--- src/rtl/spi_slave_rx.sv ---
// SPI receive endpoint: synchronises cs/sclk/mosi into clk, deserialises WIDTH-bit
// frames into rx_data with a one-cycle rx_valid, and shifts tx_data back on miso.
module spi_slave_rx #(
    parameter int unsigned WIDTH       = 16,
    parameter int unsigned CPOL        = 0,
    parameter int unsigned CPHA        = 0,
    parameter int unsigned MSB_FIRST   = 1,
    parameter int unsigned SYNC_STAGES = 2
) (
    input  logic             clk,
    input  logic             reset_l,
    input  logic             spi_cs_l,
    input  logic             sclk,
    input  logic             mosi,
    input  logic [WIDTH-1:0] tx_data,
    output logic             miso,
    output logic [WIDTH-1:0] rx_data,
    output logic             rx_valid,
    output logic             frame_err,
    output logic             busy
);

    localparam int unsigned CW        = $clog2(WIDTH + 1);
    localparam logic        IDLE_SCLK = 1'(CPOL);

    localparam logic [1:0] WAIT_HI = 2'd0;
    localparam logic [1:0] IDLE    = 2'd1;
    localparam logic [1:0] SHIFT   = 2'd2;

    logic [SYNC_STAGES-1:0] cs_sync, sclk_sync, mosi_sync, prime_sr;
    logic                   cs_d, sclk_d;
    logic                   cs_s, sclk_s, mosi_s;
    logic                   cs_fall, cs_rise, lead_edge, trail_edge;
    logic                   sample_edge, shift_edge;

    logic [1:0]       state, state_n;
    logic [CW-1:0]    bit_cnt, bit_cnt_n;
    logic [WIDTH-1:0] rx_sr, rx_sr_n, rx_shift;
    logic [WIDTH-1:0] tx_sr, tx_sr_n;
    logic [WIDTH-1:0] rx_data_n;
    logic             skip, skip_n;
    logic             rx_valid_n, frame_err_n, miso_n;
    logic             final_sample;

    assign cs_s   = cs_sync[SYNC_STAGES-1];
    assign sclk_s = sclk_sync[SYNC_STAGES-1];
    assign mosi_s = mosi_sync[SYNC_STAGES-1];

    assign cs_fall     = cs_d && !cs_s;
    assign cs_rise     = !cs_d && cs_s;
    assign lead_edge   = (sclk_d == IDLE_SCLK) && (sclk_s != IDLE_SCLK);
    assign trail_edge  = (sclk_d != IDLE_SCLK) && (sclk_s == IDLE_SCLK);
    assign sample_edge = (CPHA == 0) ? lead_edge : trail_edge;
    assign shift_edge  = (CPHA == 0) ? trail_edge : lead_edge;

    // Synchronisers, edge-detect history and a primer that marks when the
    // cs synchroniser holds real samples rather than its reset value.
    always_ff @(posedge clk or negedge reset_l) begin
        if (!reset_l) begin
            cs_sync   <= '1;
            sclk_sync <= {SYNC_STAGES{IDLE_SCLK}};
            mosi_sync <= '0;
            prime_sr  <= '0;
            cs_d      <= 1'b1;
            sclk_d    <= IDLE_SCLK;
        end else begin
            cs_sync   <= {cs_sync[SYNC_STAGES-2:0], spi_cs_l};
            sclk_sync <= {sclk_sync[SYNC_STAGES-2:0], sclk};
            mosi_sync <= {mosi_sync[SYNC_STAGES-2:0], mosi};
            prime_sr  <= {prime_sr[SYNC_STAGES-2:0], 1'b1};
            cs_d      <= cs_s;
            sclk_d    <= sclk_s;
        end
    end

    always_ff @(posedge clk or negedge reset_l) begin
        if (!reset_l) begin
            state     <= WAIT_HI;
            bit_cnt   <= '0;
            rx_sr     <= '0;
            tx_sr     <= '0;
            skip      <= 1'b0;
            rx_data   <= '0;
            rx_valid  <= 1'b0;
            frame_err <= 1'b0;
            miso      <= 1'b0;
            busy      <= 1'b0;
        end else begin
            state     <= state_n;
            bit_cnt   <= bit_cnt_n;
            rx_sr     <= rx_sr_n;
            tx_sr     <= tx_sr_n;
            skip      <= skip_n;
            rx_data   <= rx_data_n;
            rx_valid  <= rx_valid_n;
            frame_err <= frame_err_n;
            miso      <= miso_n;
            busy      <= (state_n == SHIFT);
        end
    end

    always_comb begin
        state_n     = state;
        bit_cnt_n   = bit_cnt;
        rx_sr_n     = rx_sr;
        tx_sr_n     = tx_sr;
        skip_n      = skip;
        rx_data_n   = rx_data;
        rx_valid_n  = 1'b0;
        frame_err_n = 1'b0;
        miso_n      = 1'b0;
        rx_shift    = (MSB_FIRST != 0) ? {rx_sr[WIDTH-2:0], mosi_s}
                                       : {mosi_s, rx_sr[WIDTH-1:1]};
        final_sample = sample_edge && (bit_cnt == CW'(WIDTH - 1));

        case (state)
            WAIT_HI: begin
                if (prime_sr[SYNC_STAGES-1] && cs_s) state_n = IDLE;
            end
            IDLE: begin
                if (cs_fall) begin
                    tx_sr_n   = tx_data;
                    bit_cnt_n = '0;
                    // With CPHA=1 the first shift edge presents bit 0 instead of advancing.
                    skip_n    = (CPHA != 0);
                    state_n   = SHIFT;
                end
            end
            SHIFT: begin
                if (sample_edge) begin
                    rx_sr_n = rx_shift;
                    if (final_sample) begin
                        rx_data_n  = rx_shift;
                        rx_valid_n = 1'b1;
                        bit_cnt_n  = '0;
                        tx_sr_n    = tx_data;
                        skip_n     = 1'b1;
                    end else begin
                        bit_cnt_n = bit_cnt + CW'(1);
                    end
                end else if (shift_edge) begin
                    if (skip) begin
                        skip_n = 1'b0;
                    end else begin
                        tx_sr_n = (MSB_FIRST != 0) ? {tx_sr[WIDTH-2:0], 1'b0}
                                                   : {1'b0, tx_sr[WIDTH-1:1]};
                    end
                end
                if (cs_rise) begin
                    state_n     = IDLE;
                    frame_err_n = (bit_cnt != '0) && !final_sample;
                    bit_cnt_n   = '0;
                end
            end
            default: state_n = WAIT_HI;
        endcase

        if (state_n == SHIFT) miso_n = (MSB_FIRST != 0) ? tx_sr_n[WIDTH-1] : tx_sr_n[0];
    end

endmodule

--- config.mk ---
export PLATFORM = sky130hd
export DESIGN_NAME = spi_slave_rx
export DESIGN_NICKNAME = d
export VERILOG_FILES = /design/src/rtl/spi_slave_rx.sv
export SDC_FILE = /design/constraint.sdc
export NUM_CORES = 1
export LEC_CHECK = 0
export CORE_UTILIZATION = 50
export CTS_BUF_LIST = sky130_fd_sc_hd__clkbuf_8 sky130_fd_sc_hd__clkbuf_16
export DETAILED_ROUTE_END_ITERATION = 10
export GPL_TIMING_DRIVEN = 0
export HOLD_SLACK_MARGIN = 0.05
export PLACE_DENSITY = 0.86
export SLEW_MARGIN = 20
export SYNTH_ARGS = -nofsm -noshare
export SYNTH_HDL_FRONTEND = slang
export SYNTH_SLANG_ARGS = --single-unit
--- constraint.sdc ---
create_clock -name clk -period 4.93 [get_ports clk]
set_input_delay 1.479 -clock clk [delete_from_list [all_inputs] [get_ports clk]]
set_output_delay 1.479 -clock clk [all_outputs]
set_load 0.03 [all_outputs]
# Yosys cells after proc, flatten, opt, wreduce, memory -nomap -nowiden

Cells that the tools add are included.

Output and inout bits: 20
Register bits after elaboration: 69
Logic and storage cells: 73
Input bits: 21

Bitwise operators: 2
Mux-type cells: 26
Eq/ne operators: 9
Reductions and logical operators: 18
Add/subtract/negate cells: 1

Operators by type and width:

| cell                | count |
|---|---|
| $mux 16             | 5 |
| $pmux 16 s2         | 1 |
| $mux 5              | 4 |
| $ne 3x3->1 const B  | 4 |
| $mux 1              | 10 |
| $pmux 5 s2          | 1 |
| $logic_and 1x1->1   | 7 |
| $mux 2              | 3 |
| $pmux 2 s3          | 1 |
| $reduce_and 3->1    | 2 |
| $add 5x1->5 const B | 1 |
| $eq 5x4->1 const B  | 1 |
| $reduce_and 5->1    | 1 |
| $reduce_bool 5->1   | 1 |
| $eq 2x2->1 const B  | 2 |
| $reduce_and 4->1    | 1 |
| $logic_not 1->1     | 3 |
| $eq 2x1->1 const B  | 1 |
| $logic_not 2->1     | 1 |
| $ne 2x2->1 const B  | 1 |
| $not 1->1           | 2 |
| $pmux 1 s2          | 1 |
| $reduce_and 2->1    | 1 |
| $reduce_bool 2->1   | 1 |

# Depth between registers and ports, before layout

Word-level depth: 7
Mapped depth: 8
Depth with buffers taken out: 6

# Least setup slack after synthesis

No wires, ideal clock.

Kind: input port to flip-flop
Start point: in tx_data[15]
End point: reg tx_sr[15]
Slack: 2.659 ns
Path buffers: 0
Setup time: 0.127 ns
Data arrival time: 2.144 ns
Stages: 4
Cells stage by stage: nand2b_1 > o221ai_1 > a221oi_1 > or2_2

Longest elaborated chain between the ends: 3

RTL lines:

| what                   | RTL line | RTL |
|---|---|---|
| start: declaration     | 15       | `input logic [WIDTH-1:0] tx_data,` |
| $mux 16                | 132      | `if (final_sample) begin` |
| $mux 16                | 130      | `if (sample_edge) begin` |
| $pmux 16 s2 *          | 116      | `case (state)` |
| named net tx_sr_n[15]  | 39       | `logic [WIDTH-1:0] tx_sr, tx_sr_n;` |
| end signal: assignment | 92       | `tx_sr <= tx_sr_n;` |
| end: declaration       | 39       |  |

The timed path passes the listed nets; every way through them passes the cells marked *. The select of a mux whose other input is x is not followed.
A chain may end at the register's enable or synchronous reset.

# Final worst setup path

Start point: reg rx_data[14]
End point: out rx_data[14]

RTL lines:

| what                     | RTL line | RTL |
|---|---|---|
| start: declaration       | 17       | `output logic [WIDTH-1:0] rx_data,` |
| start signal: assignment | 94       | `rx_data <= rx_data_n;` |

No word-level cell between the ends.

==> summary.txt <==
Routing
  – First-pass DRT Iterations: 4
  – Post-DRT Antenna Nets: 0
  – Drc violations: 0
  – Total number of vias: ~2,000
  – Met3 Routed Length: 210 um
  – Met2 Wirelength: approximately 2500 um
  – Routed len/inst: 15.0 um
  – Wl on met1: about 2500 um
  – Final wirelength: approximately 5300 um
  – Highest Signal Layer: met4
  – Vias/cell: about 5.5
  – Number of DRC markers in iteration 0: 84

Critical path
  – Worst setup SP type: flop
  – Crit path largest cell delay: between 0.6 and 0.7 ns
  – Worst Setup Path Type: reg -> out
  – Buf/Inv on CP: 1
  – Data arrival, critical path: ~1.4 ns
  – CP top delay family: buffers and inverters
  – Slowest cell on crit path: clkdlybuf4s50_1
  – Setup crit end kind: primary output
  – CP required: roughly 3.5 ns
  – CP Max Fanout: 2
  – CP cell instances: clkdlybuf4s50_1

STA
  – Final Hold Fails: 0
  – Slew @ Worst Pin: just over 0.5 ns
  – Worst slew margin: about two thirds
  – Max Slew Vio Count: 0
  – WHS: 0.354 ns
  – Final setup viols: 0
  – Final Skew: 0.0135 ns
  – RSZ-0062 raised after global routing: no
  – Setup TNS: 0 ns
  – Minimum clock period: between 2 and 3 ns
  – Final worst path period share: 58.0%
  – F_max: 349 MHz

Floorplanning
  – Initial Util: around half
  – Die H: roughly 80 um
  – Die X: around 80 um
  – Die area: roughly 6400 um2
  – Ports: between 40 and 50
  – # rows: 28
  – Total core area: a little under 6000 um2

Clock tree
  – Hold buffers post-CTS: 0
  – Worst-path clk slew: around 0.07 ns
  – # H-tree levels: 3
  – Clk buf depth: 2
  – Setup Buffers After CTS: 0
  – Num CTS Buffers: 9
  – CTS tree: yes
  – Clock Latency Late Sink: around 0.34 ns
  – Clock root buffer: clkbuf_8
  – Resize count post-CTS: 0
  – Sink Count: between 60 and 70

Pwr
  – Power Dens Cells: 408 nW/um2
  – Reg power frac: around 42%
  – Max rail drop VDD: 0.000225 V
  – Leak: 1.81 nW
  – Power share of the combinational group: between 20% and 30%
  – Switch share: approximately 29%
  – P_int: 1.09 mW
  – Clk pwr share: roughly a third
  – Total Power: around 1.5 mW
  – Sw Pwr: around 0.46 mW

Placed design
  – Placed Area: between 3000 and 4000 um2
  – Final Wtd Congestion: 0.834
  – Port Buffers: 40
  – Post-DP HPWL: ~3600 um

Global route
  – Global-route wire length before repair: around 8700 um
  – Initial antenna violation count: 0
  – All-Layer GR Usage: between 15 and 20%
  – Remaining global-route overflow: 0
  – Largest net degree at the start of global routing: 54
  – Vias in the first global route: approximately 1,900

Logic synthesis
  – Cells taking the most area after synthesis: dfrtp_1, mux2_2, a32o_1
  – Post-synth EDFFs: 0
  – Library cells used by synthesis: 45
  – Post-synth top area cell: dfrtp_1
  – Yosys warnings: 0
  – Seq/Total Area, Yosys: ~57%
  – Mapped Nets: 254
  – FFs w/ async S/R, synth: 100%
  – #FFs+latches synth: a little under 70
  – Most instantiated library cell after synthesis: dfrtp_1
  – Synth Flop Type: dfrtp_1
  – Synth top area share: 54.2%
  – Post-synth top cells: dfrtp_1, mux2_2, a32o_1, inv_1, ha_1
  – Mean Syn Cell Area: 13.5 um2
  – Post-Syn Instances: ~230
  – Mapped Area: 3050 um2

Status
  – Status: finished clean

Finish
  – NumNets Final: 306
  – Final Core Density: between 60% and 70%
  – Post-route cell area: approximately 3800 um2
  – Antenna Cells: 0
  – P&R area growth vs syn: 24.7%
  – Layout cell share with drive strength beyond 1: just under 30%

Min path
  – Hold Path Class: reg -> reg

Flow run
  – Maximum capacitance violations: 0
metal layers:
| metal | GRT usage (%) | up-vias |
|---|---|---|
| li1 | - | 928 |
| met1 | 24.5 | 987 |
| met2 | 27.4 | 44 |
| met3 | 4.43 | 9 |
| met4 | 9.64 | 0 |
| met5 | 0 | - |
per-stage QoR:
stage	instances	setup slack, ns
finish	357	2.07
global route	357	2.02
CTS	357	2.04
detailed placement	341	2.07
global placement	340	0.156
floorplan	225	2.66
cells by family after synthesis:
logic type / count (synthesis) / share of synthesized area, %
flip-flops: 69 / 56.8
multiplexers: 47 / 17.3
AO/OA/AOI/OAI: 42 / 12.0
AND/OR/NAND/NOR: 38 / 7.43
other: 1 / 0.123
buffers and inverters: 20 / 3.08
adder cells (fa/ha/maj): 8 / 3.29
power by group through the flow:
| stage | Clock [mW] | Sequential (mW) | Combinational (mW) |
|---|---|---|---|
| 2_1_floorplan | 0 | 0.662 | 0.265 |
| 3_3_place_gp | 0 | 0.660 | 0.366 |
| 3_5_place_dp | 0 | 0.663 | 0.375 |
| 4_1_cts | 0.533 | 0.652 | 0.378 |
| 5_1_grt | 0.559 | 0.659 | 0.416 |
| 6_report | 0.521 | 0.652 | 0.375 |
state kept, by name (all words and copies together) (netlist names):
register   cells
cs_sync        2
rx_sr         15
sclk_d         1
prime_sr       2
mosi_sync      2
rx_data       16
bit_cnt        5
skip           1
miso           1
busy           1
cs_d           1
state          2
rx_valid       1
tx_sr         16
sclk_sync      2
frame_err      1
layout by cell type, fill, tap and decap left out, types with 2 or more instances in the layout:
cell type        instances
buf_2                    3
nand2_1                  7
nand3_1                  3
a21boi_0                 2
mux2_2                  46
a2bb2oi_1                2
dfstp_2                  3
nor2_1                   7
dfrtp_1                 66
clkbuf_1                 2
o21ai_0                  4
and3_1                   2
nand2b_1                 3
buf_4                    3
ha_1                     8
and2_1                   3
o32ai_1                  3
bufinv_16                2
nor2b_1                  3
and2b_1                  2
a32o_1                  14
o211ai_1                 2
clkbuf_8                11
inv_1                   11
clkdlybuf4s50_1         39
a21oi_1                  5
layout make-up:
class,count,area [um2]
plain buffers,9,52.6
clock buffers,11,151
clock inverters,5,81.3
fillers,439,2090
inverters,11,41.3
multi-input cells,136,1220
flip-flops and latches,69,1730
well taps,75,93.8
repair buffers,41,425
path summary, 6_finish.rpt:
check | startpoint | end | slack (ns) | cells past startpoint
setup / recovery | rx_data[14]$_DFFE_PN0P_ | rx_data[14] | 2.07 | 1
hold / removal | prime_sr[0]$_DFF_PN0_ | prime_sr[1]$_DFF_PN0_ | 0.35 | 0
setup reg to reg | bit_cnt[0]$_DFFE_PN0P_ | tx_sr[7]$_DFFE_PN0P_ | 2.71 | 6
hold reg to reg | prime_sr[0]$_DFF_PN0_ | prime_sr[1]$_DFF_PN0_ | 0.35 | 0
max in group asynchronous | reset_l | tx_sr[5]$_DFFE_PN0P_ | 3.41 | 2
min in group asynchronous | reset_l | miso$_DFF_PN0_ | 1.01 | 1
No activity file was read; power rests on OpenSTA's default activity.
